<file path="src/rtl/ledger_pkg.sv">
// Shared widths, FSM states and response codes for the stock ledger.
package ledger_pkg;

    localparam int unsigned SLOTS   = 4;
    localparam int unsigned SLOT_W  = 2;
    localparam int unsigned CT_W    = 4;
    localparam int unsigned PRICE_W = 4;
    localparam int unsigned TOTAL_W = 8;
    localparam int unsigned CODE_W  = 2;
    localparam int unsigned STEP_W  = 2;

    localparam logic [CODE_W-1:0] RC_OK          = 2'd0;
    localparam logic [CODE_W-1:0] RC_SHORT_STOCK = 2'd1;
    localparam logic [CODE_W-1:0] RC_TILL_SHORT  = 2'd2;
    localparam logic [CODE_W-1:0] RC_OVERFLOW    = 2'd3;

    typedef enum logic [1:0] {
        IDLE  = 2'd0,
        MUL   = 2'd1,
        CHECK = 2'd2,
        RESP  = 2'd3
    } state_t;

endpackage

</file>
<file path="src/rtl/seq_multiplier_4bit.sv">
// Shift-add 4x4->8 multiplier: one multiplier bit per cycle, LSB first.
module seq_multiplier_4bit
    import ledger_pkg::*;
(
    input  logic               clk,
    input  logic               reset_n,
    input  logic               start,
    input  logic [PRICE_W-1:0] mcand,
    input  logic [PRICE_W-1:0] mplier,
    output logic               done_c,
    output logic [TOTAL_W-1:0] product
);

    logic [PRICE_W-1:0] a_q;
    logic [PRICE_W-1:0] b_q;
    logic [STEP_W-1:0]  step_q;
    logic               busy_q;

    // Last partial product is being accumulated this cycle.
    assign done_c = busy_q && (step_q == STEP_W'(3));

    // Operand capture on start, then one conditional add per step.
    always_ff @(posedge clk or negedge reset_n) begin
        if (!reset_n) begin
            a_q     <= '0;
            b_q     <= '0;
            step_q  <= '0;
            busy_q  <= 1'b0;
            product <= '0;
        end else if (start) begin
            a_q     <= mcand;
            b_q     <= mplier;
            step_q  <= '0;
            busy_q  <= 1'b1;
            product <= '0;
        end else if (busy_q) begin
            if (b_q[step_q]) begin
                product <= product + (TOTAL_W'(a_q) << step_q);
            end
            step_q <= step_q + STEP_W'(1);
            busy_q <= (step_q != STEP_W'(3));
        end
    end

endmodule

</file>
<file path="src/rtl/stock_ledger.sv">
// Per-slot stock/price store and till keeper with request/response handshakes.
module stock_ledger
    import ledger_pkg::*;
(
    input  logic               clk,
    input  logic               reset_n,
    input  logic               cfg_we,
    input  logic [SLOT_W-1:0]  cfg_slot,
    input  logic [PRICE_W-1:0] cfg_uprice,
    input  logic [CT_W-1:0]    cfg_count,
    input  logic               req_valid,
    output logic               req_ready,
    input  logic [SLOT_W-1:0]  req_slot,
    input  logic               req_ctrl,
    input  logic [PRICE_W-1:0] req_ncel,
    output logic               resp_valid,
    input  logic               resp_ready,
    output logic [CODE_W-1:0]  resp_code,
    output logic [TOTAL_W-1:0] resp_fprice,
    output logic [CT_W-1:0]    resp_new_ct,
    output logic [TOTAL_W-1:0] total,
    output logic [SLOTS-1:0]   empty
);

    state_t state_q, state_d;

    logic [CT_W-1:0]    count_q [SLOTS];
    logic [PRICE_W-1:0] price_q [SLOTS];
    logic [SLOT_W-1:0]  slot_q;
    logic               ctrl_q;
    logic [PRICE_W-1:0] ncel_q;
    logic [CT_W-1:0]    cnt_q;

    logic               mul_start;
    logic               mul_done_c;
    logic [TOTAL_W-1:0] product;

    logic [CODE_W-1:0]  code_c;
    logic [CT_W:0]      ct_sum;
    logic [TOTAL_W:0]   tot_sum;
    logic [CT_W-1:0]    new_ct;

    seq_multiplier_4bit u_mul (
        .clk     (clk),
        .reset_n (reset_n),
        .start   (mul_start),
        .mcand   (price_q[req_slot]),
        .mplier  (req_ncel),
        .done_c  (mul_done_c),
        .product (product)
    );

    assign resp_valid = (state_q == RESP);

    // Per-slot empty flags straight from the stored counts.
    always_comb begin
        empty = '0;
        for (int unsigned i = 0; i < SLOTS; i++) begin
            empty[i] = (count_q[i] == '0);
        end
    end

    // Next state, handshake and prioritised transaction check.
    always_comb begin
        state_d   = state_q;
        req_ready = 1'b0;
        mul_start = 1'b0;
        code_c    = RC_OK;
        ct_sum    = {1'b0, cnt_q} + {1'b0, ncel_q};
        tot_sum   = {1'b0, total} + {1'b0, product};
        new_ct    = ctrl_q ? (cnt_q - ncel_q) : (cnt_q + ncel_q);

        if (ctrl_q && (ncel_q > cnt_q)) begin
            code_c = RC_SHORT_STOCK;
        end else if (!ctrl_q && (product > total)) begin
            code_c = RC_TILL_SHORT;
        end else if ((!ctrl_q && ct_sum[CT_W]) || (ctrl_q && tot_sum[TOTAL_W])) begin
            code_c = RC_OVERFLOW;
        end

        case (state_q)
            IDLE: begin
                req_ready = !cfg_we;
                if (!cfg_we && req_valid) begin
                    mul_start = 1'b1;
                    state_d   = MUL;
                end
            end
            MUL: begin
                if (mul_done_c) state_d = CHECK;
            end
            CHECK:   state_d = RESP;
            RESP: begin
                if (resp_ready) state_d = IDLE;
            end
            default: state_d = IDLE;
        endcase
    end

    // State register.
    always_ff @(posedge clk or negedge reset_n) begin
        if (!reset_n) state_q <= IDLE;
        else          state_q <= state_d;
    end

    // Slot storage, request latch, commit and response registers.
    always_ff @(posedge clk or negedge reset_n) begin
        if (!reset_n) begin
            for (int unsigned i = 0; i < SLOTS; i++) begin
                count_q[i] <= '0;
                price_q[i] <= '0;
            end
            total       <= '0;
            slot_q      <= '0;
            ctrl_q      <= 1'b0;
            ncel_q      <= '0;
            cnt_q       <= '0;
            resp_code   <= RC_OK;
            resp_fprice <= '0;
            resp_new_ct <= '0;
        end else begin
            if ((state_q == IDLE) && cfg_we) begin
                count_q[cfg_slot] <= cfg_count;
                price_q[cfg_slot] <= cfg_uprice;
            end
            if (mul_start) begin
                slot_q <= req_slot;
                ctrl_q <= req_ctrl;
                ncel_q <= req_ncel;
                cnt_q  <= count_q[req_slot];
            end
            if (state_q == CHECK) begin
                resp_code <= code_c;
                if (code_c == RC_OK) begin
                    resp_fprice     <= product;
                    resp_new_ct     <= new_ct;
                    count_q[slot_q] <= new_ct;
                    total           <= ctrl_q ? (total + product) : (total - product);
                end else begin
                    resp_fprice <= '0;
                    resp_new_ct <= cnt_q;
                end
            end
        end
    end

endmodule

</file>
<file path="config.mk">
export PLATFORM = sky130hd
export DESIGN_NAME = stock_ledger
export DESIGN_NICKNAME = d
export VERILOG_FILES = /design/src/rtl/ledger_pkg.sv /design/src/rtl/seq_multiplier_4bit.sv /design/src/rtl/stock_ledger.sv
export SDC_FILE = /design/constraint.sdc
export NUM_CORES = 1
export LEC_CHECK = 0
export ABC_AREA = 1
export BUFFER_PORTS_ARGS = -buffer_cell sky130_fd_sc_hd__buf_4
export CORE_MARGIN = 4
export CORE_UTILIZATION = 35
export DETAILED_ROUTE_END_ITERATION = 7
export PLACE_DENSITY = 0.61
export SLEW_MARGIN = 20
export SYNTH_ARGS = -nofsm -noshare
export SYNTH_HDL_FRONTEND = slang
export SYNTH_SLANG_ARGS = --single-unit
</file>
<file path="constraint.sdc">
create_clock -name clk -period 4.95 [get_ports clk]
set_input_delay 1.485 -clock clk [delete_from_list [all_inputs] [get_ports clk]]
set_output_delay 1.485 -clock clk [all_outputs]
set_load 0.02 [all_outputs]
</file>
==> flow_summary_export.csv <==
group,metric,value,unit
sta,layout_setup_ws,1.625,ns
worst_setup_path,cpPeakStageDelay,0.14,ns
cells_and_area,multi_input_area,2730,µm²
global_route,track_usage,15.69,%
pwr,power.density,717.4,nW/µm²
global_route,grt_pass1_vias,4202,
sta,whs,0.4785,ns
cells_and_area,mostFrequentLayoutCells,"nand2_1 (225), inv_1 (83), dfrtp_1 (82)",
clocking,htreeDepth,3,
synthesis,synth-compound-area-share,13.20,%
worst_setup_path,worst-path-buf-inv,2,
clocking,clockBufferDepth,2,
sta,worst_slew_margin_rel,44.73,%
clocking,cts_tree,"built",
worst_setup_path,critPathSlowestCell,"buf_4",
synthesis,synth_seq_cells,82,
worst_setup_path,cp_max_fo,3,
synthesis,seq_area_frac_synth,39.42,%
floorplanning,die_area,16890,µm²
route,drt_iter0_drc,455,
worst_setup_path,worstPathRequired,3.46,ns
worst_setup_path,crit_arrival,1.84,ns
placement,dp_slack,1.626,ns
global_route,gr-total-overflow,0,
synthesis,netlist_instances,702,
placement,io_buffers,49,
synthesis,synth_xor_area_share,1.346,%
synthesis,yosys.area_share.adder,10.82,%
worst_setup_path,cpLargestDelayFamily,"buffers and inverters",
sta,finalHoldViolCount,0,
floorplanning,fp.dieH,130.0,µm
floorplanning,pin_count,50,
sta,post-route-min-period,3.325,ns
pwr,ir_drop,0.2726,mV
worst_setup_path,worst_path_most_repeated_cell,"buf_4",
floorplanning,die_w,130.0,µm
worst_setup_path,worstPathCellList,"buf_4 -> nor2_1 -> buf_4",
sta,slew_violations,0,
synthesis,synth_top_family_by_area,"simple AND/OR/NAND/NOR gates",
synthesis,synth.distinct_cells,35,
floorplanning,row_count,44,
pwr,switchingPower,2.124,mW
placement,globalplace.congestion,0.9044,
route,routedWlPerCell,13.66,µm
pwr,swShare,49.26,%
cells_and_area,layout.cells.most_common,"nand2_1",
floorplanning,start_util,35.81,%
sta,fin_skew,0.01185,ns
clocking,post_cts_buffers,0,
route,avgViaCountPerCell,4.824,
pwr,power_frac_comb,54.9,%
global_route,grt_pass1_wl,21310,µm
synthesis,synth_mux_area_share,0.8173,%
sta,tightest_slew,0.8227,ns
placement,dp.final_hpwl,9487,µm
floorplanning,core-area,14530,µm²
clocking,clock-sinks,82,
sta,tns,0,ns
synthesis,synth_area_leader_cell,"dfrtp_1",
status,outcome,"completed",
sta,post-route-period-util,67.17,%
clocking,cts_inserted_buffers,9,
synthesis,yosys.area_share.simple,26.27,%
synthesis,synthesis.nets,766,
sta,fmax,0.3008,GHz
worst_setup_path,crit_type,"in -> out",
pwr,p_leak,3.165,nW
worst_setup_path,cp-end-kind,"output port",
clocking,hold_buffers,0,
cells_and_area,fillers,1527,
cells_and_area,seq_area,2052,µm²
cells_and_area,syn2layout_area_growth,15.46,%
synthesis,synth.top_cell.area_share,39.42,%
route,drc,0,
sta,setup_viol,0,
global_route,grt_max_degree,83,
pwr,clockPowerShare,15.1,%
synthesis,synthTopCellsByArea,"dfrtp_1 (39%), nand2_1 (16%), ha_1 (8.9%)",
cells_and_area,drive_gt1_share,11.48,%
route,drt-total-wl,12750,µm
min_path,hold_class,"reg -> reg",
pwr,seqPwrFrac,30.0,%
cells_and_area,insertedDiodeCount,0,
clocking,clkTransAtPathRegs,0.07,ns
sta,rsz0062_at_grt,"false",
worst_setup_path,cp-start-kind,"primary input",
synthesis,synth.avg_cell_area,7.415,µm²
synthesis,synth_warnings,0,
run,max_cap_viol_count,0,
clocking,cts_resized,0,
synthesis,syn-cell-area,5205,µm²
cells_and_area,nets,808,
route,drt_first_pass_iters,5,
pwr,p_int,2.187,mW
clocking,clock_latency,0.34,ns
route,vias,4501,
clocking,clockRootBuffer,"clkbuf_16",
global_route,antenna_found_initial,0,
route,ant_nets,0,
==> area by class of cell <==
class | count | share of cell area, %
Multi-Input combinational cell | 513 | 45.43
Sequential cell | 82 | 34.15
Timing Repair Buffer | 51 | 6.433
Inverter | 87 | 5.434
Tap cell | 184 | 3.831
Clock buffer | 9 | 3.748
Clock inverter | 7 | 0.9786
==> power groups by stage <==
stage                     clock network [mW]  registers (mW)  logic [mW]
after detailed placement                   0            1.30        2.37
final                                  0.650            1.30        2.37
after global placement                     0            1.29        2.35
after CTS                              0.666            1.29        2.38
after global routing                   0.694            1.34        2.72
after floorplan                            0            1.27        1.73
==> worst register-to-register path, stage by stage, from the launching register on <==
cell	delay, ns
dfrtp_1	0.40
inv_1	0.07
ha_1	0.22
fa_1	0.36
inv_1	0.08
nand3_1	0.06
nand2_1	0.13
nand2_1	0.07
nand2_1	0.35
nand3_4	0.38
nor2_2	0.30
nand2_1	0.08
nand2_1	0.08
==> registers in the layout, summed over array words and instances, names as in the netlist, 8 cells and up <==
signal	cells
total	8
count_q	16
u_mul.product	8
resp_fprice	8
price_q	16
==> synthesized netlist by cell type (all sizes together) <==
master and instances:
a22o 1, nor3 4, a21oi 25, nand4 11, nor4 4, o21bai 2
o21ai 85, buf 5, dfrtp 82, a21boi 1, inv 87, xor2 7
nor2 57, a31oi 1, nand3b 1, mux2 2, nand2 226, fa 5
mux2i 2, and2 1, clkbuf 15, ha 37, xnor2 1, o211ai 1
o22ai 11, nand3 28
==> metrics by stage <==
| stage | util [%] | area, µm² | std cells | power [mW] |
|---|---|---|---|---|
| 2_1_floorplan | - | 5205 | 702 | 3.001 |
| 3_3_place_gp | 39.37 | 5722 | 917 | 3.648 |
| 3_5_place_dp | 39.37 | 5722 | 917 | 3.674 |
| 4_1_cts | 41.32 | 6006 | 933 | 4.336 |
| 5_1_grt | 41.35 | 6010 | 933 | 4.754 |
| 6_report | 41.35 | 6010 | 933 | 4.311 |
==> metal layers <==
layer / wire length [µm] / track usage [%] / share of wire (%)
met5: 0 / 0 / 0
met4: 297 / 5.868 / 2.3
met3: 519 / 2.047 / 4.1
met2: 5453 / 22.96 / 43
met1: 6476 / 23.62 / 51
==> logic make-up (layout without fill, tap and decap cells) <==
group                      count (synthesis)  after routing
AOI/OAI and AO/OA                        127            127
xor gates and xnor gates                   8              8
adders and majority gates                 42             42
buffers and inverters                    107            154
DFF                                       82             82
muxes                                      4              4
and+or+nand+nor                          332            332
==> final timing paths <==
check,depth (start not counted),startpoint,slack (ns),end
max in group asynchronous,1,reset_n,3.23,total[5]
max reg2reg,12,total[0],2.32,count_q[6]
min in group asynchronous,1,reset_n,1.18,count_q[1]
min reg2reg,2,resp_new_ct[1],0.48,resp_new_ct[1]
max,3,cfg_we,1.63,req_ready
min,2,resp_new_ct[1],0.48,resp_new_ct[1]
No activity file was read; power rests on OpenSTA's default activity.
